==> src/rtl/buzzer_arbiter.sv <==
// Shares one piezo buzzer among N_REQ requesters. Rising-edge requests are latched,
// granted by fixed priority (bit 0 highest), played as timed square waves, and followed by a silent gap.
module buzzer_arbiter #(
  parameter int CLK_HZ = 50_000_000,
  parameter int N_REQ  = 4,
  parameter int HP0    = 35_793,
  parameter int HP1    = 47_778,
  parameter int HP2    = 56_817,
  parameter int HP3    = 75_843,
  parameter int DUR_MS = 100,
  parameter int GAP_MS = 20
) (
  input  logic             clk,
  input  logic             reset,
  input  logic [N_REQ-1:0] req,
  input  logic             mute,
  output logic             buzzer,
  output logic             busy,
  output logic [1:0]       active_id,
  output logic             done,
  output logic [1:0]       done_id
);

  function automatic int max2(input int a, input int b);
    return (a > b) ? a : b;
  endfunction

  // Bits needed to hold values 0..max_val, never less than one.
  function automatic int bits_for(input int max_val);
    return (max_val < 1) ? 1 : $clog2(max_val + 1);
  endfunction

  localparam int TICK_DIV = CLK_HZ / 1000;
  localparam int HP_MAX   = max2(max2(HP0, HP1), max2(HP2, HP3));
  localparam int TONE_W   = bits_for(HP_MAX);
  localparam int TICK_W   = bits_for(TICK_DIV - 1);
  localparam int MS_W     = bits_for(max2(DUR_MS, GAP_MS));

  typedef enum logic [1:0] {IDLE, PLAY, GAP} state_t;

  state_t              state, state_d;
  logic [N_REQ-1:0]    req_q, pending, pending_d, rise, grant_mask, hi_mask;
  logic [TONE_W-1:0]   tone_cnt, tone_cnt_d, hp_sel;
  logic [TICK_W-1:0]   tick_cnt, tick_cnt_d;
  logic [MS_W-1:0]     ms_cnt, ms_cnt_d, ms_next;
  logic                tone, tone_d, tick_wrap, done_d, buzzer_d;
  logic [1:0]          active_id_d, done_id_d, grant_id;

  assign rise      = req & ~req_q;
  assign busy      = (state != IDLE);
  assign tick_wrap = (tick_cnt == TICK_W'(TICK_DIV - 1));
  assign ms_next   = ms_cnt + 1'b1;
  assign hi_mask   = (N_REQ'(1) << active_id) - N_REQ'(1);

  always_comb begin
    case (active_id)
      2'd0:    hp_sel = TONE_W'(HP0);
      2'd1:    hp_sel = TONE_W'(HP1);
      2'd2:    hp_sel = TONE_W'(HP2);
      default: hp_sel = TONE_W'(HP3);
    endcase
  end

  always_comb begin
    grant_id = '0;
    for (int i = N_REQ - 1; i >= 0; i--) begin
      if (pending[i]) grant_id = 2'(i);
    end
  end

  always_comb begin
    // NOTE: every output of this block gets a default first so no path can infer a latch.
    state_d     = state;
    tone_cnt_d  = tone_cnt;
    tick_cnt_d  = tick_cnt;
    ms_cnt_d    = ms_cnt;
    tone_d      = tone;
    active_id_d = active_id;
    done_d      = 1'b0;
    done_id_d   = done_id;
    grant_mask  = '0;

    case (state)
      IDLE: begin
        if (|pending) begin
          grant_mask[grant_id] = 1'b1;
          active_id_d = grant_id;
          tone_cnt_d  = '0;
          tick_cnt_d  = '0;
          ms_cnt_d    = '0;
          tone_d      = 1'b0;
          state_d     = PLAY;
        end
      end
      PLAY: begin
        if (tone_cnt == hp_sel) begin
          tone_cnt_d = '0;
          tone_d     = ~tone;
        end else begin
          tone_cnt_d = tone_cnt + 1'b1;
        end
        if (tick_wrap) begin
          tick_cnt_d = '0;
          ms_cnt_d   = ms_next;
        end else begin
          tick_cnt_d = tick_cnt + 1'b1;
        end
        // Natural completion wins over a preemption arriving on the final cycle.
        if (tick_wrap && ms_next == MS_W'(DUR_MS)) begin
          done_d    = 1'b1;
          done_id_d = active_id;
          state_d   = GAP;
        end else if (|(pending & hi_mask)) begin
          state_d = GAP;
        end
        if (state_d == GAP) begin
          tone_cnt_d = '0;
          tick_cnt_d = '0;
          ms_cnt_d   = '0;
          tone_d     = 1'b0;
        end
      end
      GAP: begin
        tone_d = 1'b0;
        if (tick_wrap) begin
          tick_cnt_d = '0;
          ms_cnt_d   = ms_next;
          if (ms_next == MS_W'(GAP_MS)) begin
            ms_cnt_d = '0;
            state_d  = IDLE;
          end
        end else begin
          tick_cnt_d = tick_cnt + 1'b1;
        end
      end
      default: state_d = IDLE;
    endcase

    // A rise on the grant cycle re-arms the bit it would otherwise clear.
    pending_d = (pending & ~grant_mask) | rise;
    buzzer_d  = tone_d & (state_d == PLAY) & ~mute;
  end

  // NOTE: all state uses non-blocking assignment, and the async reset clears the pending latch too,
  // so a reset mid-sound leaves nothing queued.
  always_ff @(posedge clk or posedge reset) begin
    if (reset) begin
      state     <= IDLE;
      req_q     <= '0;
      pending   <= '0;
      tone_cnt  <= '0;
      tick_cnt  <= '0;
      ms_cnt    <= '0;
      tone      <= 1'b0;
      buzzer    <= 1'b0;
      active_id <= '0;
      done      <= 1'b0;
      done_id   <= '0;
    end else begin
      state     <= state_d;
      req_q     <= req;
      pending   <= pending_d;
      tone_cnt  <= tone_cnt_d;
      tick_cnt  <= tick_cnt_d;
      ms_cnt    <= ms_cnt_d;
      tone      <= tone_d;
      buzzer    <= buzzer_d;
      active_id <= active_id_d;
      done      <= done_d;
      done_id   <= done_id_d;
    end
  end

endmodule
==> config.mk <==
export PLATFORM = sky130hd
export DESIGN_NAME = buzzer_arbiter
export DESIGN_NICKNAME = d
export VERILOG_FILES = /design/src/rtl/buzzer_arbiter.sv
export SDC_FILE = /design/constraint.sdc
export NUM_CORES = 1
export LEC_CHECK = 0
export CAP_MARGIN = 0
export CORE_MARGIN = 5
export CORE_UTILIZATION = 40
export DETAILED_ROUTE_END_ITERATION = 8
export PLACE_DENSITY = 0.67
export SYNTH_ARGS = -nofsm -noshare
export SYNTH_HDL_FRONTEND = slang
export SYNTH_SLANG_ARGS = --single-unit
==> constraint.sdc <==
create_clock -name clk -period 8.14 [get_ports clk]
set_clock_uncertainty 0.05 [all_clocks]
set_input_delay 1.628 -clock clk [delete_from_list [all_inputs] [get_ports clk]]
set_output_delay 1.628 -clock clk [all_outputs]
set_load 0.02 [all_outputs]
* Word-level counts from Yosys, hierarchy flattened
Index checks and enable logic that the tools add are counted.
W data, S select, Z words.
** Word-level totals
- Flip-flop bits (word level) :: 57
- Latch bits :: 0
- Bits in writable memories :: 0
- ROM bits :: 0
- Output and inout port bits :: 7
- Logic and storage cells :: 91
- Memories kept :: 0
** Cells by class
- Add/subtract/negate cells :: 4
- Multiply operators :: 0
- Divide/modulo/power cells :: 0
- $lt $le $gt $ge :: 2
- Equality and inequality tests :: 13
- Shift operators :: 1
- Muxes and demuxes :: 36
- Bitwise gates (word level) :: 10
- Reductions and logical operators :: 14
** Operators by type and width (number)
- $mux W17 :: 3
- $pmux W17 S3 :: 1
- $mux W16 :: 3
- $pmux W16 S3 :: 1
- $mux W7 :: 5
- $pmux W17 S2 :: 1
- $pmux W7 S3 :: 1
- $mux W2 :: 10
- $add A17 B1 Y17 const B :: 1
- $eq A17 B17 Y1 :: 1
- $add A16 B1 Y16 const B :: 1
- $eq A16 B16 Y1 const B :: 1
- $and A4 B4 Y4 :: 3
- $mux W4 :: 2
- $not A4 Y4 :: 2
- $reduce_and A2 Y1 :: 4
- $reduce_or A4 Y1 :: 2
- $add A7 B1 Y7 const B :: 1
- $eq A7 B5 Y1 const B :: 1
- $eq A7 B7 Y1 const B :: 1
- $eq A2 B1 Y1 const B :: 3
- $eq A2 B2 Y1 const B :: 3
- $mux W1 :: 6
- $pmux W2 S3 :: 1
- other kinds (16) :: 22

* Depth between registers and ports, before layout
Gate-level depths: netlist of run 1.
- Depth in word-level cells :: 13
- Gate-level depth with buffers :: 11

* Worst setup path after synthesis of run 1
OpenSTA, ideal clock, no wires.
- Kind :: reg2reg
- Start :: register active_id[0]
- End :: register tone_cnt[7]
- Arrival time :: 2.581 ns
- Required time :: 8.016 ns
- Path slack :: 5.435 ns
- Cell stages (with the launch flop) :: 11
- Path buffers :: 1
- Period minus slack after synthesis :: 2.705 ns
- Path through :: dfrtp_1 inv_1 ha_1 inv_1 ha_1 o221a_2 nand4_4 or4_4 buf_6 or3_1 o21ai_2
** Between the ends
- Word-level cells in the longest chain between the ends :: 10
** RTL lines
- start: declaration :: line 19 : output logic [1:0] active_id,
- start signal: assignment :: line 168 : active_id <= active_id_d;
- $shl A1 B2 Y4 :: line 53 : assign hi_mask = (N_REQ'(1) << active_id) - N_REQ'(1);
- $sub A4 B2 Y4 :: line 53
- $and A4 B4 Y4 :: line 113 : end else if (|(pending & hi_mask)) begin
- $reduce_or A4 Y1 :: line 113
- $mux W2 :: line 113
- $mux W2 :: line 109 : if (tick_wrap && ms_next == MS_W'(DUR_MS)) begin
- $mux W2 :: line 83 : case (state)
- $eq A2 B2 Y1 :: line 116 : if (state_d == GAP) begin
- $mux W17 (*) :: line 116
- $pmux W17 S2 (*) :: line 83
- end signal: assignment :: line 163 : tone_cnt <= tone_cnt_d;
- end: declaration :: line 43 : logic [TONE_W-1:0] tone_cnt, tone_cnt_d, hp_sel;
Mark *: on every way between the ends. The rest lies on a longest branch, timed or not. The select of a mux whose other input is x is not followed.
A chain may end at the register's enable or synchronous reset.

* Worst setup path in the final report of run 1
- Start :: register state[0]
- End :: output port busy
** Between the ends
- Word-level cells in the longest chain between the ends :: 1
** RTL lines
- start: declaration :: line 41 : state_t state, state_d;
- start signal: assignment :: line 160 : state <= state_d;
- $reduce_bool A2 Y1 :: line 50 : assign busy = (state != IDLE);
- end: declaration :: line 18 : output logic busy,
Every way passes these cells.

==> impl_metrics.py, run 1 <==
metrics = {
    "placement": {
        "dpl.hpwl_um": 5150,
        "post-place-cells": 485,
        "gp_congestion": 0.8887,
        "place_area_mm2": 0.003647,
        "io_buffer_count": 13,
    },
    "setup_path": {
        "crit_type": "reg -> out",
        "worstPathArrival_ns": 1.99,
        "required_ns": 6.46,
        "start_kind": "register",
        "crit_path_frequent_cell": "inv_1",
        "cp-end-kind": "primary output",
        "rr_worst_depth": 9,
        "critPathMaxFanout": 10,
        "slowest_stage": "clkdlybuf4s50_1",
        "cpPeakStageDelay_ns": 0.57,
        "startpoint": "state[0]",
        "crit_chain": "inv_1, ha_1, inv_1, clkdlybuf4s50_1",
        "timing.rr.start": "active_id[0]",
        "reg2reg_to": "tick_cnt[9]",
        "rrSetupSlack_ns": 5.27,
    },
    "clocking": {
        "clk_pin_slew_ns": 0.06,
        "insertion_delay_ns": 0.33,
        "root_buffer": "clkbuf_8",
        "cts_setup_buffers": 0,
        "cts.sinks": 57,
        "cts_hold_buf": 0,
        "cts_tree": "built",
        "htreeDepth": 3,
        "clockBufferDepth": 2,
        "cts_buffers": 9,
        "cts_resized": 0,
    },
    "timing": {
        "fin_crit_ns": 3.664,
        "max_slew_margin": 0.3617,
        "drv_slew": 0,
        "fin_setup_tns_ns": 0,
        "rsz0062_at_grt": "no",
        "timing.fmax_mhz": 272.9,
        "setup_viol": 0,
        "period_share": 0.4501,
        "hold_slack_ns": 0.3669,
        "hold_violations": 0,
        "worst_slew_pin_slew_ns": 0.9574,
    },
    "synthesis": {
        "synth.cell_area_mm2": 0.003453,
        "syn_nets": 395,
        "synthCells": 375,
        "async_flop_share": 1.000,
        "synth_cell_types": 65,
        "avgSynthCellArea_um2": 9.209,
        "seq_area_frac_synth": 0.4130,
        "synth_ff_type": "dfrtp_1",
        "synth_warnings": 0,
        "synth-seq-cells": 57,
        "synth_edf_count": 0,
    },
    "floorplanning": {
        "die_y_um": 102.9,
        "die_w_um": 102.9,
        "design.core.area_mm2": 0.008299,
        "dieArea_mm2": 0.01059,
        "ios": 14,
        "start_util": 0.4161,
        "rows": 33,
    },
    "global_routing": {
        "grt.overflow.total": 0,
        "antenna_found_initial": 0,
        "grt_pass1_wl_um": 12970,
        "grt_start_max_net_pins": 58,
        "grt_pass1_vias": 2813,
        "global_route.usage.total": 0.1539,
    },
    "worst_hold_path": {
        "holdCritPathClass": "reg -> reg",
        "worstHoldPathCells": 1,
        "holdPathEnd": "pending[1]",
        "hp-start": "req_q[1]",
    },
    "finish": {
        "final_common_cell": "dfrtp_1",
        "antennaDiodeCount": 0,
        "stdcell_count": 501,
        "area_delta_synth_final_pct": 11.63,
        "layout-drive-gt1-share": 0.1086,
        "final_area_mm2": 0.003855,
        "utilization": 0.4645,
        "mostFrequentLayoutCells": "dfrtp_1, o21ai_0, nand2_1",
        "nets": 411,
    },
    "pwr": {
        "power_switching_w": 0.0004472,
        "pwr-share-comb": 0.429,
        "p_int_w": 0.0006507,
        "p_clk_frac": 0.252,
        "pwr_density_cell_mw_per_mm2": 284.8,
        "switching_share": 0.4073,
        "p_leak_nw": 1.603,
        "irDropWorstVdd_mv": 0.1741,
        "seq_power_share": 0.320,
    },
    "route": {
        "detail-route-antenna-nets": 0,
        "vias_per_cell": 5.760,
        "vias": 2886,
        "first_iter_violations": 148,
        "wl_per_cell_um": 14.83,
        "drtPass1Iterations": 5,
        "drc_errors": 0,
        "drt_wl_total_um": 7432,
    },
    "outcome": {
        "outcome": "finished, final reports clean",
    },
    "flow_run": {
        "drv_cap": 0,
    },
}
[stage by stage]
stage	total power, W	setup slack (ns)
3_3_place_gp	0.0008143	4.910
6_report	0.001098	4.476
3_5_place_dp	0.0008241	4.818
5_1_grt	0.001179	4.323
4_1_cts	0.001106	4.448
2_1_floorplan	0.0007261	5.062
[power by group through the flow]
stage | clock, W | sequential (W) | combinational [W]
floorplan | 0 | 0.000351 | 0.000375
global placement | 0 | 0.000353 | 0.000461
detailed placement | 0 | 0.000355 | 0.000469
CTS | 0.000284 | 0.000350 | 0.000472
global route | 0.000298 | 0.000355 | 0.000525
finish | 0.000276 | 0.000351 | 0.000471
[worst max-delay path: cells and delay by family, from the launching register on]
family	cells	cell delay (ns)
buffers and inverters	3	0.84
flip-flops	1	0.41
adder cells (fa/ha/maj)	1	0.40
[area by class of cell]
| class | count | area (um^2) |
|---|---|---|
| fillers | 754 | 4444 |
| multi-input cells | 277 | 1828 |
| inverters | 31 | 116.4 |
| well taps | 105 | 131.4 |
| clock buffers | 14 | 172.7 |
| repair buffers | 15 | 145.1 |
| clock inverters | 2 | 35.03 |
| flip-flops and latches | 57 | 1426 |
[sequential cells by signal (all words and copies together), names as in the netlist, 2 cells and up]
name / cells
req_q: 4
ms_cnt: 7
pending: 4
tick_cnt: 16
done_id: 2
active_id: 2
tone_cnt: 17
state: 2
[cells by family (layout without fill, tap and decap cells)]
group / Yosys count / after routing / synth area share
simple gates: 153 / 153 / 0.2591
xor+xnor: 4 / 4 / 0.01015
fa+ha+maj: 13 / 13 / 0.04710
mux: 2 / 2 / 0.005797
compound gates: 105 / 105 / 0.2062
buf+inv: 41 / 62 / 0.05869
flops: 57 / 57 / 0.4130
[metal layers]
metal / global-route usage / up-vias / part of all wire
met5: 0 / - / 0
met4: 0.04781 / 0 / 0.010
met3: 0.04533 / 6 / 0.038
met2: 0.2580 / 48 / 0.48
met1: 0.1912 / 1425 / 0.47
li1: - / 1407 / -
[Yosys cell counts, types with 2 or more instances]
cell type | instances | area share
nand2_1 | 38 | 0.041
nand4_1 | 4 | 0.0072
nor3b_1 | 6 | 0.013
and4bb_2 | 4 | 0.014
nor4b_1 | 2 | 0.0051
a22o_1 | 2 | 0.0051
o211ai_1 | 3 | 0.0065
inv_1 | 31 | 0.034
buf_2 | 3 | 0.0043
o21a_1 | 3 | 0.0065
nor4_1 | 3 | 0.0054
a2bb2oi_1 | 2 | 0.0051
o221ai_1 | 2 | 0.0051
nor2_1 | 13 | 0.014
nand3b_1 | 3 | 0.0065
mux2i_1 | 2 | 0.0058
o21ai_2 | 4 | 0.010
o2bb2ai_1 | 3 | 0.0076
nand2b_1 | 4 | 0.0072
and3_1 | 6 | 0.011
clkbuf_8 | 3 | 0.012
o2111ai_1 | 2 | 0.0051
clkbuf_1 | 2 | 0.0022
nand3_1 | 28 | 0.041
o21ai_0 | 43 | 0.062
a21oi_1 | 14 | 0.020
a21o_1 | 7 | 0.015
dfrtp_1 | 57 | 0.41
o311ai_0 | 4 | 0.010
o31ai_1 | 3 | 0.0065
nor3_1 | 8 | 0.012
and2_1 | 2 | 0.0036
xnor2_1 | 3 | 0.0076
buf_6 | 2 | 0.0065
or2_2 | 2 | 0.0036
or3_1 | 16 | 0.029
ha_1 | 13 | 0.047
[worst max-delay path by stage]
stage | end | slack, ns | cells after the start
2_1_floorplan | active_id[0] | 5.06 | 1
3_3_place_gp | busy | 4.91 | 4
3_5_place_dp | busy | 4.82 | 4
4_1_cts | busy | 4.45 | 4
5_1_grt | busy | 4.32 | 4
6_report | busy | 4.48 | 4
(Power assumes the default switching activity.)
==> run 2: changes to the inputs <==
clock period = 3.7 ns   (was 8.14 ns; I/O delays follow)
==> run 2 against run 1 <==
Against the previous run: routed wire length grew 0.43%; final area increased by 0.81%; combinational power rose by 120%; register-to-register slack got worse by 4.4 ns; setup slack lost 3.6 ns; largest power group unchanged.
==> impl_metrics.py, run 2 (synthesized netlist as in run 1, its figures left out) <==
metrics = {
    "finish": {
        "layout-drive-gt1-share": 0.1134,
        "area_delta_synth_final_pct": 12.54,
        "antennaDiodeCount": 0,
        "multi_input_area_mm2": 0.001824,
        "num-fill-cells": 785,
        "largest_reg_flops": 17,
        "regMostFlops": "tone_cnt",
        "nets": 413,
        "register_area_mm2": 0.001426,
        "final_common_cell": "dfrtp_1",
        "top_regs": "tone_cnt x17, tick_cnt x16, ms_cnt x7",
        "final_area_mm2": 0.003886,
        "mostFrequentLayoutCells": "dfrtp_1, o21ai_0, nand2_1",
    },
    "setup_path": {
        "worstPathArrival_ns": 3.04,
        "required_ns": 3.92,
        "cp-end-kind": "register",
        "path_buf_inv": 2,
        "slowest_stage": "or3_1",
        "timing.rr.start": "active_id[0]",
        "crit_chain": "inv_1, ha_1, inv_1, ha_1, o221a_2, nand4_4, or3_1, or4_1, nand3_1",
        "crit_type": "reg -> reg",
        "cpLargestDelayFamily": "simple AND/OR/NAND/NOR gates",
        "startpoint": "active_id[0]",
        "cpPeakStageDelay_ns": 0.55,
        "critPathMaxFanout": 8,
        "rrSetupSlack_ns": 0.88,
        "start_kind": "register",
    },
    "route": {
        "drtPass1Iterations": 4,
        "drt_wl_total_um": 7464,
        "vias": 2860,
        "vias_per_cell": 5.697,
        "first_iter_violations": 190,
        "drc_errors": 0,
        "detail-route-antenna-nets": 0,
        "wl_per_cell_um": 14.87,
    },
    "timing": {
        "rsz0062_at_grt": "no",
        "hold_violations": 0,
        "drv_slew": 0,
        "hold_slack_ns": 0.3673,
        "fin_crit_ns": 2.817,
        "timing.fmax_mhz": 355.0,
        "fin_setup_tns_ns": 0,
        "max_slew_margin": 0.5334,
        "period_share": 0.7612,
        "setup_viol": 0,
        "worst_slack_ns": 0.8834,
        "worst_slew_pin_slew_ns": 0.6961,
    },
    "worst_hold_path": {
        "holdCritPathClass": "reg -> reg",
        "hp-start": "req_q[3]",
    },
    "global_routing": {
        "global_route.usage.total": 0.1528,
        "grt.overflow.total": 0,
        "grt_pass1_vias": 2633,
        "antenna_found_initial": 0,
        "grt_pass1_wl_um": 12840,
        "grt_start_max_net_pins": 32,
    },
    "clocking": {
        "cts_setup_buffers": 0,
        "cts_buffers": 9,
        "clockBufferDepth": 2,
        "cts_tree": "built",
        "cts_hold_buf": 0,
        "cts_resized": 0,
        "root_buffer": "clkbuf_8",
        "clk_pin_slew_ns": 0.07,
        "insertion_delay_ns": 0.34,
        "htreeDepth": 3,
        "cts.sinks": 57,
    },
    "pwr": {
        "pwr_density_cell_mw_per_mm2": 641.1,
        "irDropWorstVdd_mv": 0.3734,
        "total_power_w": 0.002492,
        "p_leak_nw": 1.616,
    },
    "floorplanning": {
        "start_util": 0.4161,
        "dieArea_mm2": 0.01059,
        "design.core.area_mm2": 0.008299,
        "die_y_um": 102.9,
        "die_w_um": 102.9,
        "rows": 33,
        "ios": 14,
    },
    "placement": {
        "place_area_mm2": 0.003659,
        "dpl.hpwl_um": 5369,
        "gp_congestion": 0.9095,
        "place_ws_ns": 0.8987,
        "io_buffer_count": 13,
    },
    "outcome": {
        "outcome": "finished, final reports clean",
    },
    "flow_run": {
        "drv_cap": 0,
    },
}
[run 2: cell type report]
cell class | count | share of cell area
well taps | 105 | 0.03381
clock inverters | 4 | 0.01964
clock buffers | 11 | 0.03896
repair buffers | 17 | 0.04121
inverters | 31 | 0.02994
flip-flops and latches | 57 | 0.3670
multi-input cells | 277 | 0.4694
[run 2: where the power goes]
part,switching (W),internal [W]
clock network,0.000260,0.000413
logic,0.000658,0.000388
registers,0.0000887,0.000684
[run 2: final timing paths]
check | endpoint | depth (start not counted)
max | tone_cnt[5] | 9
min | pending[3] | 1
max reg2reg | tone_cnt[5] | 9
min reg2reg | pending[3] | 1
max in group asynchronous | tick_cnt[14] | 3
min in group asynchronous | pending[1] | 3
[run 2: worst reg2reg max path: cells and delay by family (launching register included)]
kind                       cells  cell delay (ns)
adders and majority gates      2             0.46
AOI/OAI and AO/OA              1             0.24
DFF                            1             0.48
buffers and inverters          2             0.21
and+or+nand+nor                4             1.30
[run 2: per-stage QoR]
stage | util | instances
2_1_floorplan | - | 375
3_3_place_gp | 0.4408 | 487
3_5_place_dp | 0.4408 | 487
4_1_cts | 0.4683 | 502
5_1_grt | 0.4683 | 502
6_report | 0.4683 | 502
[run 2: layer usage]
layer	vias to the layer above	part of all wire	GRT usage
met5	-	0	0
met4	0	0.014	0.05279
met3	8	0.043	0.03383
met2	54	0.46	0.2329
met1	1388	0.48	0.2149
li1	1410	-	-
==> run 3: changes to the inputs <==
PLACE_DENSITY = 0.69   (was 0.67)
clock period = 2.49 ns   (was 3.7 ns; I/O delays follow)
==> run 3 against run 2 <==
Against the previous run: flip-flop and latch count did not move; highest routed layer unchanged; largest power group unchanged; sequential share of layout area fell by 3.7 points; core utilization rose by 5.4 points; critical path type unchanged; the run now ends with negative setup slack left; cell count rose by 7.2%; via count rose by 6.5%.
==> impl_metrics.py, run 3 (synthesized netlist as in run 1, its figures left out) <==
metrics = {
    "route": {
        "detail-route-antenna-nets": 0,
        "drc_errors": 0,
        "wl_per_cell_um": 15.18,
        "vias": 3046,
        "first_iter_violations": 110,
        "drtPass1Iterations": 4,
        "vias_per_cell": 5.662,
        "drt_wl_total_um": 8166,
    },
    "clocking": {
        "root_buffer": "clkbuf_8",
        "cts_tree": "built",
        "cts_buffers": 9,
        "htreeDepth": 3,
        "clk_pin_slew_ns": 0.07,
        "clockBufferDepth": 2,
        "insertion_delay_ns": 0.34,
        "cts_hold_buf": 0,
        "cts.sinks": 57,
    },
    "pwr": {
        "switching_share": 0.4061,
        "p_clk_frac": 0.197,
        "total_power_w": 0.004158,
        "power_switching_w": 0.001689,
        "seq_power_share": 0.275,
        "p_leak_nw": 1.828,
        "p_int_w": 0.002469,
        "irDropWorstVdd_mv": 0.4627,
        "pwr_density_cell_mw_per_mm2": 960.1,
        "pwr-share-comb": 0.528,
    },
    "global_routing": {
        "grt_pass1_vias": 2966,
        "antenna_found_initial": 0,
        "grt_start_max_net_pins": 58,
        "global_route.usage.total": 0.1648,
        "grt.overflow.total": 0,
        "grt_pass1_wl_um": 13870,
    },
    "finish": {
        "multi_input_area_mm2": 0.002009,
        "layout-drive-gt1-share": 0.2517,
        "top_regs": "tone_cnt x17, tick_cnt x16, ms_cnt x7",
        "register_area_mm2": 0.001429,
        "mostFrequentLayoutCells": "dfrtp_1, nand2_1, o21ai_0",
        "num-fill-cells": 729,
        "final_area_mm2": 0.004330,
        "final_common_cell": "dfrtp_1",
        "regMostFlops": "tone_cnt",
        "area_delta_synth_final_pct": 25.40,
        "antennaDiodeCount": 0,
        "largest_reg_flops": 17,
        "nets": 448,
    },
    "setup_path": {
        "rr_worst_depth": 10,
        "required_ns": 2.71,
        "crit_type": "reg -> reg",
        "start_kind": "register",
        "startpoint": "active_id[0]",
        "timing.rr.start": "active_id[0]",
        "worstPathArrival_ns": 2.73,
        "critPathMaxFanout": 6,
        "cp-end-kind": "register",
    },
    "floorplanning": {
        "dieArea_mm2": 0.01059,
        "die_y_um": 102.9,
        "die_w_um": 102.9,
        "design.core.area_mm2": 0.008299,
        "start_util": 0.4161,
        "ios": 14,
        "rows": 33,
    },
    "timing": {
        "timing.fmax_mhz": 397.9,
        "max_slew_margin": 0.6570,
        "period_share": 1.009,
        "rsz0062_at_grt": "yes",
        "worst_slew_pin_slew_ns": 0.5097,
        "setup_viol": 5,
        "hold_violations": 0,
        "hold_slack_ns": 0.3719,
        "worst_slack_ns": -0.02338,
        "drv_slew": 0,
        "fin_crit_ns": 2.513,
    },
    "placement": {
        "gp_congestion": 0.8576,
        "place_ws_ns": -0.1039,
        "io_buffer_count": 13,
        "place_area_mm2": 0.003887,
        "dpl.hpwl_um": 5388,
    },
    "outcome": {
        "outcome": "complete, but fails checks",
        "violations": "negative setup slack",
    },
    "worst_hold_path": {
        "worstHoldPathCells": 1,
        "holdCritPathClass": "reg -> reg",
        "hp-start": "req_q[3]",
    },
    "flow_run": {
        "drv_cap": 0,
    },
}
==> run 3: final timing paths <==
| check | end | slack (ns) |
|---|---|---|
| min | pending[3] | 0.37 |
| max | tone_cnt[4] | -0.02 |
| min in group asynchronous | req_q[1] | 0.47 |
| min reg2reg | pending[3] | 0.37 |
| max reg2reg | tone_cnt[4] | -0.02 |
| max in group asynchronous | tick_cnt[5] | 1.64 |
==> run 3: cell type report <==
cell class,instances,area share
clock inverters,3,0.003467
repair buffers,51,0.1057
well taps,105,0.03034
multi-input cells,278,0.4640
inverters,31,0.02745
clock buffers,13,0.03901
flip-flops and latches,57,0.3300
==> run 3: metrics by stage <==
stage / instances / util / setup TNS (ns)
finish: 538 / 0.5218 / -0.06159
global route: 538 / 0.5218 / -1.549
CTS: 533 / 0.5043 / -0.2976
detailed placement: 509 / 0.4684 / -1.611
global placement: 509 / 0.4684 / -0.2801
floorplan: 375 / - / -0.09165
==> run 3: critical path, cell delays in order (launching register included) <==
cell	delay (ns)
dfrtp_2	0.45
inv_2	0.10
ha_4	0.14
inv_2	0.04
ha_4	0.25
o221a_4	0.19
buf_6	0.10
nand4_4	0.08
or4_4	0.59
or3_4	0.41
o21ai_2	0.06
==> run 3: power by group through the flow <==
stage               registers (W)  clock network, W  logic, W
floorplan                 0.00116                 0   0.00130
global placement          0.00116                 0   0.00185
detailed placement        0.00117                 0   0.00187
CTS                       0.00114          0.000835   0.00204
global route              0.00116          0.000881   0.00241
finish                    0.00114          0.000817   0.00220
==> run 3: timing repair <==
item | CTS | global route
pin swaps | 5 | 9
resized for setup | 15 | 25
setup endpoints to repair | 29 | 33
setup buffers | 7 | 6
hold endpoints to repair | 0 | 0
gates cloned | 1 | 0
==> run 3: per-layer routing <==
layer	part of all wire	global-route usage	wire length, um	vias to the layer above
li1	-	-	-	1478
met5	0	0	0	-
met3	0.043	0.03180	352	9
met4	0.012	0.06972	95	0
met2	0.47	0.2634	3871	68
met1	0.47	0.2184	3846	1491
